`src/rtl/universal_shift_reg_if.sv`:
```
// Bus bundle for universal_shift_reg: control, data and status signals.
// The register drives the slave side; the master side belongs to whoever
// controls the register. Clock and reset are plain module ports.
// Optional feature macro: USR_PARITY_EN adds the Parity status signal.
interface universal_shift_reg_if #(
    parameter int WIDTH = 8,
    parameter int CNT_W = 4
);
    logic             Enable;
    logic [2:0]       Mode;
    logic [WIDTH-1:0] D;
    logic             SerIn;
    logic             Start;
    logic [CNT_W-1:0] ShiftCount;
    logic [WIDTH-1:0] Q;
    logic [WIDTH-1:0] Qbar;
    logic             SerOut;
    logic             Busy;
    logic             Done;
`ifdef USR_PARITY_EN
    logic             Parity;

    modport master (
        output Enable, Mode, D, SerIn, Start, ShiftCount,
        input  Q, Qbar, SerOut, Busy, Done, Parity
    );

    modport slave (
        input  Enable, Mode, D, SerIn, Start, ShiftCount,
        output Q, Qbar, SerOut, Busy, Done, Parity
    );
`else
    modport master (
        output Enable, Mode, D, SerIn, Start, ShiftCount,
        input  Q, Qbar, SerOut, Busy, Done
    );

    modport slave (
        input  Enable, Mode, D, SerIn, Start, ShiftCount,
        output Q, Qbar, SerOut, Busy, Done
    );
`endif
endinterface

```
`src/rtl/universal_shift_reg.sv`:
```
// universal_shift_reg: WIDTH-bit clocked register with load, hold, clear,
// logical/arithmetic shifts and rotates, plus a burst engine that repeats
// a shift/rotate ShiftCount times under a Start/Busy/Done handshake.
// Q/Qbar complementary outputs keep old latch consumers working.
// Optional feature macro: USR_PARITY_EN drives Parity = ^Q.
module universal_shift_reg #(
    parameter int               WIDTH     = 8,
    parameter int               CNT_W     = 4,
    parameter logic [WIDTH-1:0] RESET_VAL = '0
) (
    input logic                  Clk,
    input logic                  Reset,
    universal_shift_reg_if.slave bus
);

    localparam logic [2:0] MODE_HOLD  = 3'b000;
    localparam logic [2:0] MODE_LOAD  = 3'b001;
    localparam logic [2:0] MODE_SHL   = 3'b010;
    localparam logic [2:0] MODE_SHR   = 3'b011;
    localparam logic [2:0] MODE_ROTL  = 3'b100;
    localparam logic [2:0] MODE_ROTR  = 3'b101;
    localparam logic [2:0] MODE_ASR   = 3'b110;
    localparam logic [2:0] MODE_CLEAR = 3'b111;

    typedef enum logic [1:0] {
        ST_IDLE = 2'd0,
        ST_RUN  = 2'd1,
        ST_DONE = 2'd2
    } state_t;

    state_t           state_q;
    logic [WIDTH-1:0] q_q;
    logic             ser_out_q;
    logic [CNT_W-1:0] cnt_q;
    logic [2:0]       bmode_q;
    logic             busy_q;
    logic             done_q;

    logic [2:0]       op_mode;
    logic [WIDTH-1:0] q_d;
    logic             ser_out_d;
    logic             burst_req;

    // A Start only launches a burst for the shift/rotate/asr modes; for
    // hold/load/clear it is ignored and the mode acts as a single step.
    assign burst_req = bus.Start && (bus.Mode >= MODE_SHL) && (bus.Mode <= MODE_ASR);

    // One step of the active operation: the captured burst mode while
    // running, otherwise the live Mode input. SerOut only moves when a
    // bit actually leaves the register.
    always_comb begin
        op_mode   = (state_q == ST_RUN) ? bmode_q : bus.Mode;
        q_d       = q_q;
        ser_out_d = ser_out_q;
        case (op_mode)
            MODE_HOLD: begin
                q_d = q_q;
            end
            MODE_LOAD: begin
                q_d = bus.D;
            end
            MODE_SHL: begin
                q_d       = {q_q[WIDTH-2:0], bus.SerIn};
                ser_out_d = q_q[WIDTH-1];
            end
            MODE_SHR: begin
                q_d       = {bus.SerIn, q_q[WIDTH-1:1]};
                ser_out_d = q_q[0];
            end
            MODE_ROTL: begin
                q_d       = {q_q[WIDTH-2:0], q_q[WIDTH-1]};
                ser_out_d = q_q[WIDTH-1];
            end
            MODE_ROTR: begin
                q_d       = {q_q[0], q_q[WIDTH-1:1]};
                ser_out_d = q_q[0];
            end
            MODE_ASR: begin
                q_d       = {q_q[WIDTH-1], q_q[WIDTH-1:1]};
                ser_out_d = q_q[0];
            end
            MODE_CLEAR: begin
                q_d = '0;
            end
            default: begin
                q_d = q_q;
            end
        endcase
    end

    // Control FSM and datapath state; Busy/Done are registered so they
    // track the state they describe without combinational decode.
    always_ff @(posedge Clk) begin
        if (Reset) begin
            state_q   <= ST_IDLE;
            q_q       <= RESET_VAL;
            ser_out_q <= 1'b0;
            cnt_q     <= '0;
            bmode_q   <= MODE_HOLD;
            busy_q    <= 1'b0;
            done_q    <= 1'b0;
        end else begin
            case (state_q)
                ST_IDLE: begin
                    if (bus.Enable) begin
                        if (burst_req) begin
                            // Acceptance edge: capture the mode, no step yet.
                            bmode_q <= bus.Mode;
                            if (bus.ShiftCount == '0) begin
                                state_q <= ST_DONE;
                                done_q  <= 1'b1;
                            end else begin
                                cnt_q   <= bus.ShiftCount;
                                state_q <= ST_RUN;
                                busy_q  <= 1'b1;
                            end
                        end else begin
                            q_q       <= q_d;
                            ser_out_q <= ser_out_d;
                        end
                    end
                end
                ST_RUN: begin
                    // Enable low stalls the burst with everything held.
                    if (bus.Enable) begin
                        q_q       <= q_d;
                        ser_out_q <= ser_out_d;
                        cnt_q     <= cnt_q - CNT_W'(1);
                        if (cnt_q == CNT_W'(1)) begin
                            state_q <= ST_DONE;
                            busy_q  <= 1'b0;
                            done_q  <= 1'b1;
                        end
                    end
                end
                ST_DONE: begin
                    // Done lasts exactly one cycle regardless of Enable.
                    state_q <= ST_IDLE;
                    done_q  <= 1'b0;
                end
                default: begin
                    state_q <= ST_IDLE;
                    busy_q  <= 1'b0;
                    done_q  <= 1'b0;
                end
            endcase
        end
    end

    assign bus.Q      = q_q;
    assign bus.Qbar   = ~q_q;
    assign bus.SerOut = ser_out_q;
    assign bus.Busy   = busy_q;
    assign bus.Done   = done_q;

`ifdef USR_PARITY_EN
    assign bus.Parity = ^q_q;
`endif

endmodule

```
`src/flat_wrapper.sv`:
```
// flat-port wrapper written by rule: the top's interface ports become plain ports
module universal_shift_reg_flat 
#(
    parameter int               WIDTH     = 8,
    parameter int               CNT_W     = 4,
    parameter logic [WIDTH-1:0] RESET_VAL = '0
)
  (Clk, Reset, bus_Enable, bus_Mode, bus_D, bus_SerIn, bus_Start, bus_ShiftCount, bus_Q, bus_Qbar, bus_SerOut, bus_Busy, bus_Done);
  universal_shift_reg_if #(.WIDTH(WIDTH), .CNT_W(CNT_W)) bus_i ();
  input logic Clk;
  input logic Reset;
  input wire logic [$bits(bus_i.Enable)-1:0] bus_Enable;
  input wire logic [$bits(bus_i.Mode)-1:0] bus_Mode;
  input wire logic [$bits(bus_i.D)-1:0] bus_D;
  input wire logic [$bits(bus_i.SerIn)-1:0] bus_SerIn;
  input wire logic [$bits(bus_i.Start)-1:0] bus_Start;
  input wire logic [$bits(bus_i.ShiftCount)-1:0] bus_ShiftCount;
  output wire logic [$bits(bus_i.Q)-1:0] bus_Q;
  output wire logic [$bits(bus_i.Qbar)-1:0] bus_Qbar;
  output wire logic [$bits(bus_i.SerOut)-1:0] bus_SerOut;
  output wire logic [$bits(bus_i.Busy)-1:0] bus_Busy;
  output wire logic [$bits(bus_i.Done)-1:0] bus_Done;
  assign bus_i.Enable = bus_Enable;
  assign bus_i.Mode = bus_Mode;
  assign bus_i.D = bus_D;
  assign bus_i.SerIn = bus_SerIn;
  assign bus_i.Start = bus_Start;
  assign bus_i.ShiftCount = bus_ShiftCount;
  assign bus_Q = bus_i.Q;
  assign bus_Qbar = bus_i.Qbar;
  assign bus_SerOut = bus_i.SerOut;
  assign bus_Busy = bus_i.Busy;
  assign bus_Done = bus_i.Done;
  universal_shift_reg #(.WIDTH(WIDTH), .CNT_W(CNT_W), .RESET_VAL(RESET_VAL)) u_core (.Clk(Clk), .Reset(Reset), .bus(bus_i));
endmodule
```
`config.mk`:
```
export PLATFORM = sky130hd
export DESIGN_NAME = universal_shift_reg_flat
export DESIGN_NICKNAME = d
export VERILOG_FILES = /design/src/rtl/universal_shift_reg_if.sv /design/src/rtl/universal_shift_reg.sv /design/src/flat_wrapper.sv
export SDC_FILE = /design/constraint.sdc
export NUM_CORES = 1
export LEC_CHECK = 0
export ABC_AREA = 1
export BUFFER_PORTS_ARGS = -buffer_cell sky130_fd_sc_hd__buf_2
export CAP_MARGIN = 20
export CORE_UTILIZATION = 45
export DETAILED_ROUTE_END_ITERATION = 6
export GPL_ROUTABILITY_DRIVEN = 0
export PLACE_DENSITY = 0.74
export RECOVER_POWER = 25
export SYNTH_ARGS = -nofsm -noshare
export SYNTH_HDL_FRONTEND = slang
export SYNTH_SLANG_ARGS = --single-unit
```
`constraint.sdc`:
```
create_clock -name Clk -period 1.69 [get_ports Clk]
set_input_delay 0.0845 -clock Clk [delete_from_list [all_inputs] [get_ports Clk]]
set_output_delay 0.0845 -clock Clk [all_outputs]
set_load 0.02 [all_outputs]
```
==> results of run 1 <==
==> layout by cell type, fill, tap and decap left out, types with 6 or more instances in the layout <==
cell type	count
nand3_1	6
buf_2	29
dfxtp_1	18
nor2_1	26
clkbuf_1	9
a21oi_2	7
inv_1	25
o21ai_0	16
a21oi_1	16
nand2_4	6
nand2_1	47
==> worst reg2reg max path, cell delays in order, from the launching register on <==
cell and delay (ns):
dfxtp_2 0.35, buf_12 0.14, nand2_8 0.13, nand2_2 0.08, nand2_4 0.11, inv_2 0.07, nand3_4 0.07, nand3_4 0.14
o21ai_0 0.26, nor2_1 0.07, nor2_1 0.10
==> sequential cells by signal, summed over array words and instances, names as in the netlist <==
signal	count
u_core.bus.SerOut	1
u_core.cnt_q	4
u_core.bus.Done	1
u_core.bus.Busy	1
u_core.state_q	2
u_core.bus.Q	8
u_core.bmode_q	3
==> metal layers <==
metal	wire length [um]	vias up	share of wire, %
li1	-	769	-
met2	1370	23	43
met1	1600	641	51
met3	117	5	3.7
met5	0	-	0
met4	56	0	1.8
==> kinds of logic (layout without fill, tap and decap cells) <==
family / after synthesis / after routing / share of synthesized area [%]
and+or+nand+nor: 111 / 111 / 42.0
AOI/OAI and AO/OA: 46 / 46 / 18.3
buffers and inverters: 35 / 76 / 10.5
DFF: 20 / 20 / 26.9
adders and majority gates: 2 / 2 / 1.68
xor gates and xnor gates: 1 / 1 / 0.589
==> through the flow <==
step,std cells,area [um2],setup WS (ns)
finish,300,1770,0.120
global route,300,1770,0.00377
CTS,298,1750,0.0539
detailed placement,294,1710,0.0843
global placement,294,1710,0.109
floorplan,215,1490,0.273
==> report_power, final <==
| part | leakage, nW | internal, mW | switching [mW] |
|---|---|---|---|
| Clock | 0.0210 | 0.132 | 0.164 |
| Sequential | 0.165 | 0.514 | 0.0351 |
| Combinational | 0.608 | 0.179 | 0.329 |
==> path summary, 6_finish.rpt <==
check	slack, ns	from	cells after the start	endpoint
worst max-delay path	0.12	u_core.state_q[0]	10	u_core.bus.SerOut
worst min-delay path	0.07	bus_Mode[0]	3	u_core.bmode_q[0]
worst max register to register	0.12	u_core.state_q[0]	10	u_core.bus.SerOut
worst min register to register	0.47	u_core.bmode_q[0]	2	u_core.bmode_q[0]
==> repair_timing <==
item,4_1_cts,5_1_grt
endpoints found under the setup margin,0,6
buffers inserted,0,2
resized for setup,0,4
==> final cells by class <==
class / instances / area, um2 / area share [%]
Multi-Input combinational cell: 160 / 942 / 53.3
Inverter: 31 / 119 / 6.72
Clock buffer: 4 / 36.3 / 2.05
Tap cell: 44 / 55.1 / 3.11
Timing Repair Buffer: 41 / 214 / 12.1
Sequential cell: 20 / 403 / 22.8
==> flow_metrics.env, run 1 <==
export IMPL_period_minus_slack_ns=1.57
export IMPL_status="finished clean"
export IMPL_setup_worst_path_end_class="register"
export IMPL_viasPerCell=4.79
export IMPL_insertion_delay_ns=0.32
export IMPL_critical_path_class="reg -> reg"
export IMPL_ys_ff_latch=20
export IMPL_total_power_mw=1.35
export IMPL_power_density_nw_per_um2=765
export IMPL_clkSinkCount=20
export IMPL_final_antenna_net_count=0
export IMPL_num_vias=1438
export IMPL_period_share_pct=92.9
export IMPL_tritoncts="yes"
export IMPL_critical_path_cell_chain="buf_12 > nand2_8 > nand2_2 > nand2_4 > inv_2 > nand3_4 > nand3_4 > o21ai_0 > nor2_1 > nor2_1"
export IMPL_maxSlewHeadroom_pct=79.9
export IMPL_async_flop_share_pct=0
export IMPL_wl_per_cell_um=10.5
export IMPL_cpMaxStageDelayCell="dfxtp_2"
export IMPL_synth_flop_cell="dfxtp_1"
export IMPL_critPathRequiredTime_ns=1.95
export IMPL_grt_busiest_layer="met2"
export IMPL_cp_num_buf_inv=2
export IMPL_grt_setup_unrepaired="false"
export IMPL_ys_types=32
export IMPL_grtUsageMet1_pct=27.6
export IMPL_die_h_um=59.5
export IMPL_drc=0
export IMPL_crit_family="simple AND/OR/NAND/NOR gates"
export IMPL_worstSetupStartpointType="register"
export IMPL_synth_avg_cell_area_um2=6.91
export IMPL_drt_first_pass_iters=4
export IMPL_max_freq_mhz=637
export IMPL_port_buffers=38
export IMPL_synth_most_common_cell="nand2_1"
export IMPL_ys_warn_count=0
export IMPL_syn_cell_area_um2=1490
export IMPL_drtIter0Drc=44
export IMPL_io_pin_count=39
export IMPL_grt_pass1_vias=1282
export IMPL_timing_setup_tns_ns=0
export IMPL_yosysSeqAreaShare_pct=26.9
export IMPL_min_path_type="in -> reg"
export IMPL_fp_dieW_um=59.5
export IMPL_fin_util_pct=57.0
export IMPL_worst_path_max_fanout=13
export IMPL_nFillCells=306
export IMPL_grt_overflow_total=0
export IMPL_grt_max_degree=16
export IMPL_ys_top_cells_by_area="dfxtp_1, nand2_1, nor2_1"
export IMPL_clk_pin_slew_worst_paths_ns=0.13
export IMPL_synth_fp_nets=237
export IMPL_drv_cap=0
export IMPL_drv_slew=0
export IMPL_clockRootBuffer="clkbuf_4"
export IMPL_h_tree_depth=1
export IMPL_core_area_um2=3100
export IMPL_grt_pass1_wl_um=5420
export IMPL_syn2layout_area_growth_pct=19.0
export IMPL_synth_common_cells="nand2_1, nor2_1, inv_1"
export IMPL_placementRows=20
export IMPL_synth_top_cell_by_area="dfxtp_1"
export IMPL_antenna_found_initial=0
export IMPL_p_leak_nw=0.794
export IMPL_grt_usage_pct=20.1
export IMPL_finalSetupViolCount=0
export IMPL_clockBufferDepth=2
export IMPL_wl_um=3140
export IMPL_hold_buffers=0
export IMPL_antenna_cells=0
export IMPL_start_util_pct=47.9
export IMPL_fin_nets=279
export IMPL_synth_edf_count=0
export IMPL_cts_buffers=3
export IMPL_yosys_area_top_type_share_pct=26.9
export IMPL_worst_path_largest_cell_delay_ns=0.35
export IMPL_use_met3_pct=2.84
export IMPL_ir_drop_uv=419
export IMPL_drive_above_1_share_pct=30.9
export IMPL_use_met2_pct=31.0
export IMPL_critPathArrivalTime_ns=1.83
export IMPL_finalClockSkew_ns=0.00905
export IMPL_hold_slack_ns=0.0722
export IMPL_dieArea_um2=3540
export IMPL_hold_viol=0
export IMPL_post_dp_hpwl_um=2380
export IMPL_worstMarginPinSlew_ns=0.301
export IMPL_synthCells=215
Note: power is estimated with default switching activity, not from simulation.
==> inputs of run 2 (changes only) <==
- MAX_ROUTING_LAYER: unset -> met4
==> run 2 against run 1 <==
Net effect:
- critical path depth unchanged
- sequential share of layout area down 0.096 points
- maximum frequency down 1.4%
- via count is 1.0% higher
- clock power about the same
- first-iteration DRC count increased by 45%
- wire length rose by 0.86%
- hold slack lost 0.0033 ns
- total power grew 0.55%
- non-clock buffer count rose by 1
- design area up 0.42%
==> flow_metrics.env, run 2 (same netlist as run 1, synthesis figures left out) <==
export IMPL_status="finished clean"
export IMPL_clockBufferDepth=2
export IMPL_ir_drop_uv=423
export IMPL_power_density_nw_per_um2=766
export IMPL_min_delay_start="bus_Mode[0]"
export IMPL_clockRootBuffer="clkbuf_4"
export IMPL_drv_slew=0
export IMPL_fp_dieW_um=59.5
export IMPL_worstSetupStartpointType="register"
export IMPL_tritoncts="yes"
export IMPL_drt_first_pass_iters=4
export IMPL_drv_cap=0
export IMPL_dp_cells=294
export IMPL_hold_depth=3
export IMPL_viasPerCell=4.83
export IMPL_period_share_pct=94.2
export IMPL_nFillCells=304
export IMPL_final_common_cell="nand2_1"
export IMPL_wl_per_cell_um=10.5
export IMPL_start_util_pct=47.9
export IMPL_place_ws_ns=0.0843
export IMPL_core_area_um2=3100
export IMPL_finalClockSkew_ns=0.00771
export IMPL_grt_pass1_vias=1283
export IMPL_finalSetupViolCount=0
export IMPL_critPathArrivalTime_ns=1.85
export IMPL_p_leak_nw=0.799
export IMPL_drc=0
export IMPL_grt_pass1_wl_um=5420
export IMPL_antenna_found_initial=0
export IMPL_die_h_um=59.5
export IMPL_grt_max_degree=16
export IMPL_min_path_type="in -> reg"
export IMPL_insertion_delay_ns=0.32
export IMPL_setup_slack_ns=0.0975
export IMPL_clkSinkCount=20
export IMPL_final_antenna_net_count=0
export IMPL_setup_worst_path_end_class="register"
export IMPL_critPathRequiredTime_ns=1.95
export IMPL_final_cells=301
export IMPL_holdPathEnd="u_core.bmode_q[0]"
export IMPL_drtIter0Drc=64
export IMPL_r2r_end="u_core.bus.SerOut"
export IMPL_clk_pin_slew_worst_paths_ns=0.13
export IMPL_maxSlewHeadroom_pct=79.7
export IMPL_syn2layout_area_growth_pct=19.5
export IMPL_largest_reg_flops=8
export IMPL_antenna_cells=0
export IMPL_worstMarginPinSlew_ns=0.304
export IMPL_critical_path_class="reg -> reg"
export IMPL_fin_nets=280
export IMPL_io_pin_count=39
export IMPL_h_tree_depth=1
export IMPL_drive_above_1_share_pct=31.1
export IMPL_placementRows=20
export IMPL_worst_path_max_fanout=13
export IMPL_num_vias=1453
export IMPL_cts_buffers=3
export IMPL_hold_viol=0
export IMPL_grt_overflow_total=0
export IMPL_max_freq_mhz=628
export IMPL_post_dp_hpwl_um=2380
export IMPL_grt_usage_pct=20.6
export IMPL_rr_startpoint="u_core.state_q[0]"
export IMPL_period_minus_slack_ns=1.59
export IMPL_reg2reg_setup_slack_ns=0.1
export IMPL_wl_um=3170
export IMPL_port_buffers=38
export IMPL_final_cell_mix="nand2_1, buf_2, nor2_1"
export IMPL_reg2regPathDepth=10
export IMPL_dieArea_um2=3540
run 2: worst max-delay path by stage:
stage                            startpoint           endpoint  slack, ns
final                     u_core.state_q[0]  u_core.bus.SerOut        0.1
after global placement    u_core.state_q[1]  u_core.bus.SerOut       0.11
after global routing      u_core.state_q[1]  u_core.bus.SerOut     -0.009
after detailed placement  u_core.state_q[1]  u_core.bus.SerOut       0.08
after floorplan           u_core.state_q[1]    u_core.bus.Q[3]       0.27
after CTS                 u_core.state_q[1]  u_core.bus.SerOut       0.05
run 2: stage by stage:
stage	util [%]	setup TNS [ns]	instance area [um2]	power, mW	hold slack, ns
floorplan	-	0	1490	0.937	0.239
global placement	55.2	0	1710	1.05	0.396
detailed placement	55.2	0	1710	1.06	0.409
CTS	56.4	0	1750	1.35	0.0653
global route	57.3	-0.00872	1780	1.46	0.0751
finish	57.3	0	1780	1.36	0.0690
run 2: what timing repair did:
item                       in CTS  in global routing
hold buffers                    0                  0
resized for setup               0                  4
setup buffers                   0                  3
setup endpoints to repair       0                  6
run 2: layout make-up:
class | instances | area [um2] | area share (%)
well taps | 44 | 55.1 | 3.10
inverters | 31 | 119 | 6.69
clock buffers | 4 | 36.3 | 2.04
repair buffers | 42 | 221 | 12.5
flip-flops and latches | 20 | 403 | 22.7
multi-input cells | 160 | 942 | 53.0
run 2: critical path, cell delays in order, from the launching register on:
cell and delay (ns):
dfxtp_2 0.35, buf_12 0.14, nand2_8 0.12, nand2_2 0.08, nand2_4 0.11, inv_2 0.07, nand3_4 0.07, nand3_4 0.14
o21ai_0 0.26, nor2_1 0.07, nor2_1 0.11
run 2: per-layer routing:
metal | track usage (%) | share of wire, % | vias up
met2 | 31.1 | 44 | 31
met5 | - | 0 | -
met3 | 2.84 | 3.8 | 6
met4 | 8.84 | 1.8 | 0
met1 | 27.3 | 50 | 642
li1 | - | - | 774
run 2: power by group:
part	leakage (nW)	internal [mW]	total, mW	switching (mW)
clock	0.0210	0.132	0.299	0.167
sequential	0.165	0.514	0.549	0.0350
combinational	0.613	0.182	0.513	0.331
==> inputs of run 3 (changes only) <==
- PLACE_DENSITY: 0.74 -> 0.7
==> run 3 against run 2 <==
Net effect:
- clock-buffer cell count decreased by 1
- via count decreased by 2.5%
- design area decreased by 0.63%
- sequential share of layout area increased by 0.074 points
- critical path depth unchanged
- clock power increased by 34%
==> flow_metrics.env, run 3 (same netlist as run 1, synthesis figures left out) <==
export IMPL_grt_setup_unrepaired="false"
export IMPL_grt_max_degree=16
export IMPL_grt_pass1_wl_um=5660
export IMPL_fp_dieW_um=59.5
export IMPL_worst_path_max_fanout=15
export IMPL_final_antenna_net_count=0
export IMPL_maxSlewHeadroom_pct=79.9
export IMPL_critical_path_class="reg -> reg"
export IMPL_critPathArrivalTime_ns=1.76
export IMPL_cts_buffers=3
export IMPL_max_freq_mhz=646
export IMPL_min_delay_start="bus_Mode[0]"
export IMPL_port_buffers=38
export IMPL_drtIter0Drc=66
export IMPL_p_leak_nw=0.787
export IMPL_final_cell_mix="nand2_1, buf_2, nor2_1"
export IMPL_clockRootBuffer="clkbuf_4"
export IMPL_total_power_mw=1.45
export IMPL_wl_per_cell_um=10.7
export IMPL_die_h_um=59.5
export IMPL_drv_slew=0
export IMPL_insertion_delay_ns=0.31
export IMPL_clkSinkCount=20
export IMPL_timing_setup_tns_ns=0
export IMPL_period_share_pct=91.6
export IMPL_period_minus_slack_ns=1.55
export IMPL_worstSetupStartpointType="register"
export IMPL_grt_usage_pct=21.5
export IMPL_viasPerCell=4.76
export IMPL_dieArea_um2=3540
export IMPL_io_pin_count=39
export IMPL_antenna_found_initial=0
export IMPL_worstMarginPinSlew_ns=0.301
export IMPL_core_area_um2=3100
export IMPL_finalSetupViolCount=0
export IMPL_hold_buffers=0
export IMPL_ir_drop_uv=787
export IMPL_final_common_cell="nand2_1"
export IMPL_hold_viol=0
export IMPL_clk_pin_slew_worst_paths_ns=0.12
export IMPL_drc=0
export IMPL_critPathRequiredTime_ns=1.90
export IMPL_h_tree_depth=1
export IMPL_clockBufferDepth=2
export IMPL_drt_first_pass_iters=4
export IMPL_power_density_nw_per_um2=822
export IMPL_finalClockSkew_ns=0.00509
export IMPL_placementRows=20
export IMPL_wl_um=3180
export IMPL_num_vias=1417
export IMPL_holdPathEnd="u_core.bmode_q[0]"
export IMPL_rr_startpoint="u_core.state_q[0]"
export IMPL_status="finished clean"
export IMPL_antenna_cells=0
export IMPL_fin_nets=277
export IMPL_start_util_pct=47.9
export IMPL_syn2layout_area_growth_pct=18.8
export IMPL_post_dp_hpwl_um=2440
export IMPL_reg2reg_setup_slack_ns=0.14
export IMPL_place_ws_ns=0.124
export IMPL_r2r_end="u_core.bus.Q[7]"
export IMPL_setup_worst_path_end_class="register"
export IMPL_grt_overflow_total=0
export IMPL_largest_reg_flops=8
export IMPL_drv_cap=0
export IMPL_nFillCells=335
export IMPL_reg2regPathDepth=10
export IMPL_hold_depth=3
export IMPL_setup_slack_ns=0.141
export IMPL_drive_above_1_share_pct=29.5
export IMPL_min_path_type="in -> reg"
export IMPL_tritoncts="yes"
export IMPL_grt_pass1_vias=1355
## run 3: cell count changes in the layout (fill, tap and decap cells not counted), sizes merged
cell / delta
buf: -3
bufinv: +1
clkbuf: -1
## run 3: critical path, cell delays in order (launching register included)
cell and delay, ns:
dfxtp_1 0.38, buf_12 0.14, nand2_8 0.10, nand2_4 0.10, nand2_8 0.08, nor2_8 0.16
nand2_2 0.11, nand2_8 0.13, nor2_1 0.06, o21ai_0 0.14, a21oi_1 0.06
## run 3: worst max path at each step
stage	end	slack [ns]	from	depth (start not counted)
3_3_place_gp	u_core.bus.Q[7]	0.16	u_core.state_q[0]	11
2_1_floorplan	u_core.bus.Q[3]	0.27	u_core.state_q[1]	10
5_1_grt	u_core.bus.SerOut	0.009	u_core.state_q[1]	11
3_5_place_dp	u_core.bus.SerOut	0.12	u_core.state_q[1]	11
4_1_cts	u_core.bus.SerOut	0.1	u_core.state_q[1]	11
6_report	u_core.bus.Q[7]	0.14	u_core.state_q[0]	10
## run 3: metrics by stage
step           hold WS (ns)  util [%]  std cells  area (um2)
6_report             0.0806      56.9        298        1770
5_1_grt               0.126      56.9        298        1770
4_1_cts              0.0716      56.9        298        1770
3_5_place_dp          0.398      55.2        294        1710
3_3_place_gp          0.390      55.2        294        1710
2_1_floorplan         0.239         -        215        1490
## run 3: layer usage
layer,vias up,wire [um],track usage [%]
met4,0,24,3.40
met1,614,1550,27.4
li1,772,-,-
met5,-,0,-
met3,2,123,4.59
met2,29,1470,35.5
## run 3: power breakdown
group / total (mW) / internal (mW) / leakage (nW) / switching [mW]
Clock: 0.402 / 0.240 / 0.0279 / 0.162
Combinational: 0.498 / 0.172 / 0.595 / 0.326
Sequential: 0.552 / 0.514 / 0.164 / 0.0383
Total: 1.45 / 0.925 / 0.787 / 0.527
## run 3: what timing repair did
| item | 4_1_cts | 5_1_grt |
|---|---|---|
| endpoints found under the hold margin | 0 | 0 |
| setup buffers | 0 | 0 |
| resized for setup | 0 | 2 |
| endpoints found under the setup margin | 0 | 2 |
## run 3: area by class of cell
cell class	count	area (um2)	area share [%]
Multi-Input combinational cell	160	938	53.2
Timing Repair Buffer	39	199	11.3
Sequential cell	20	402	22.7
Clock buffer	3	22.5	1.28
Tap cell	44	55.1	3.12
Clock inverter	1	30.0	1.70
Inverter	31	119	6.73
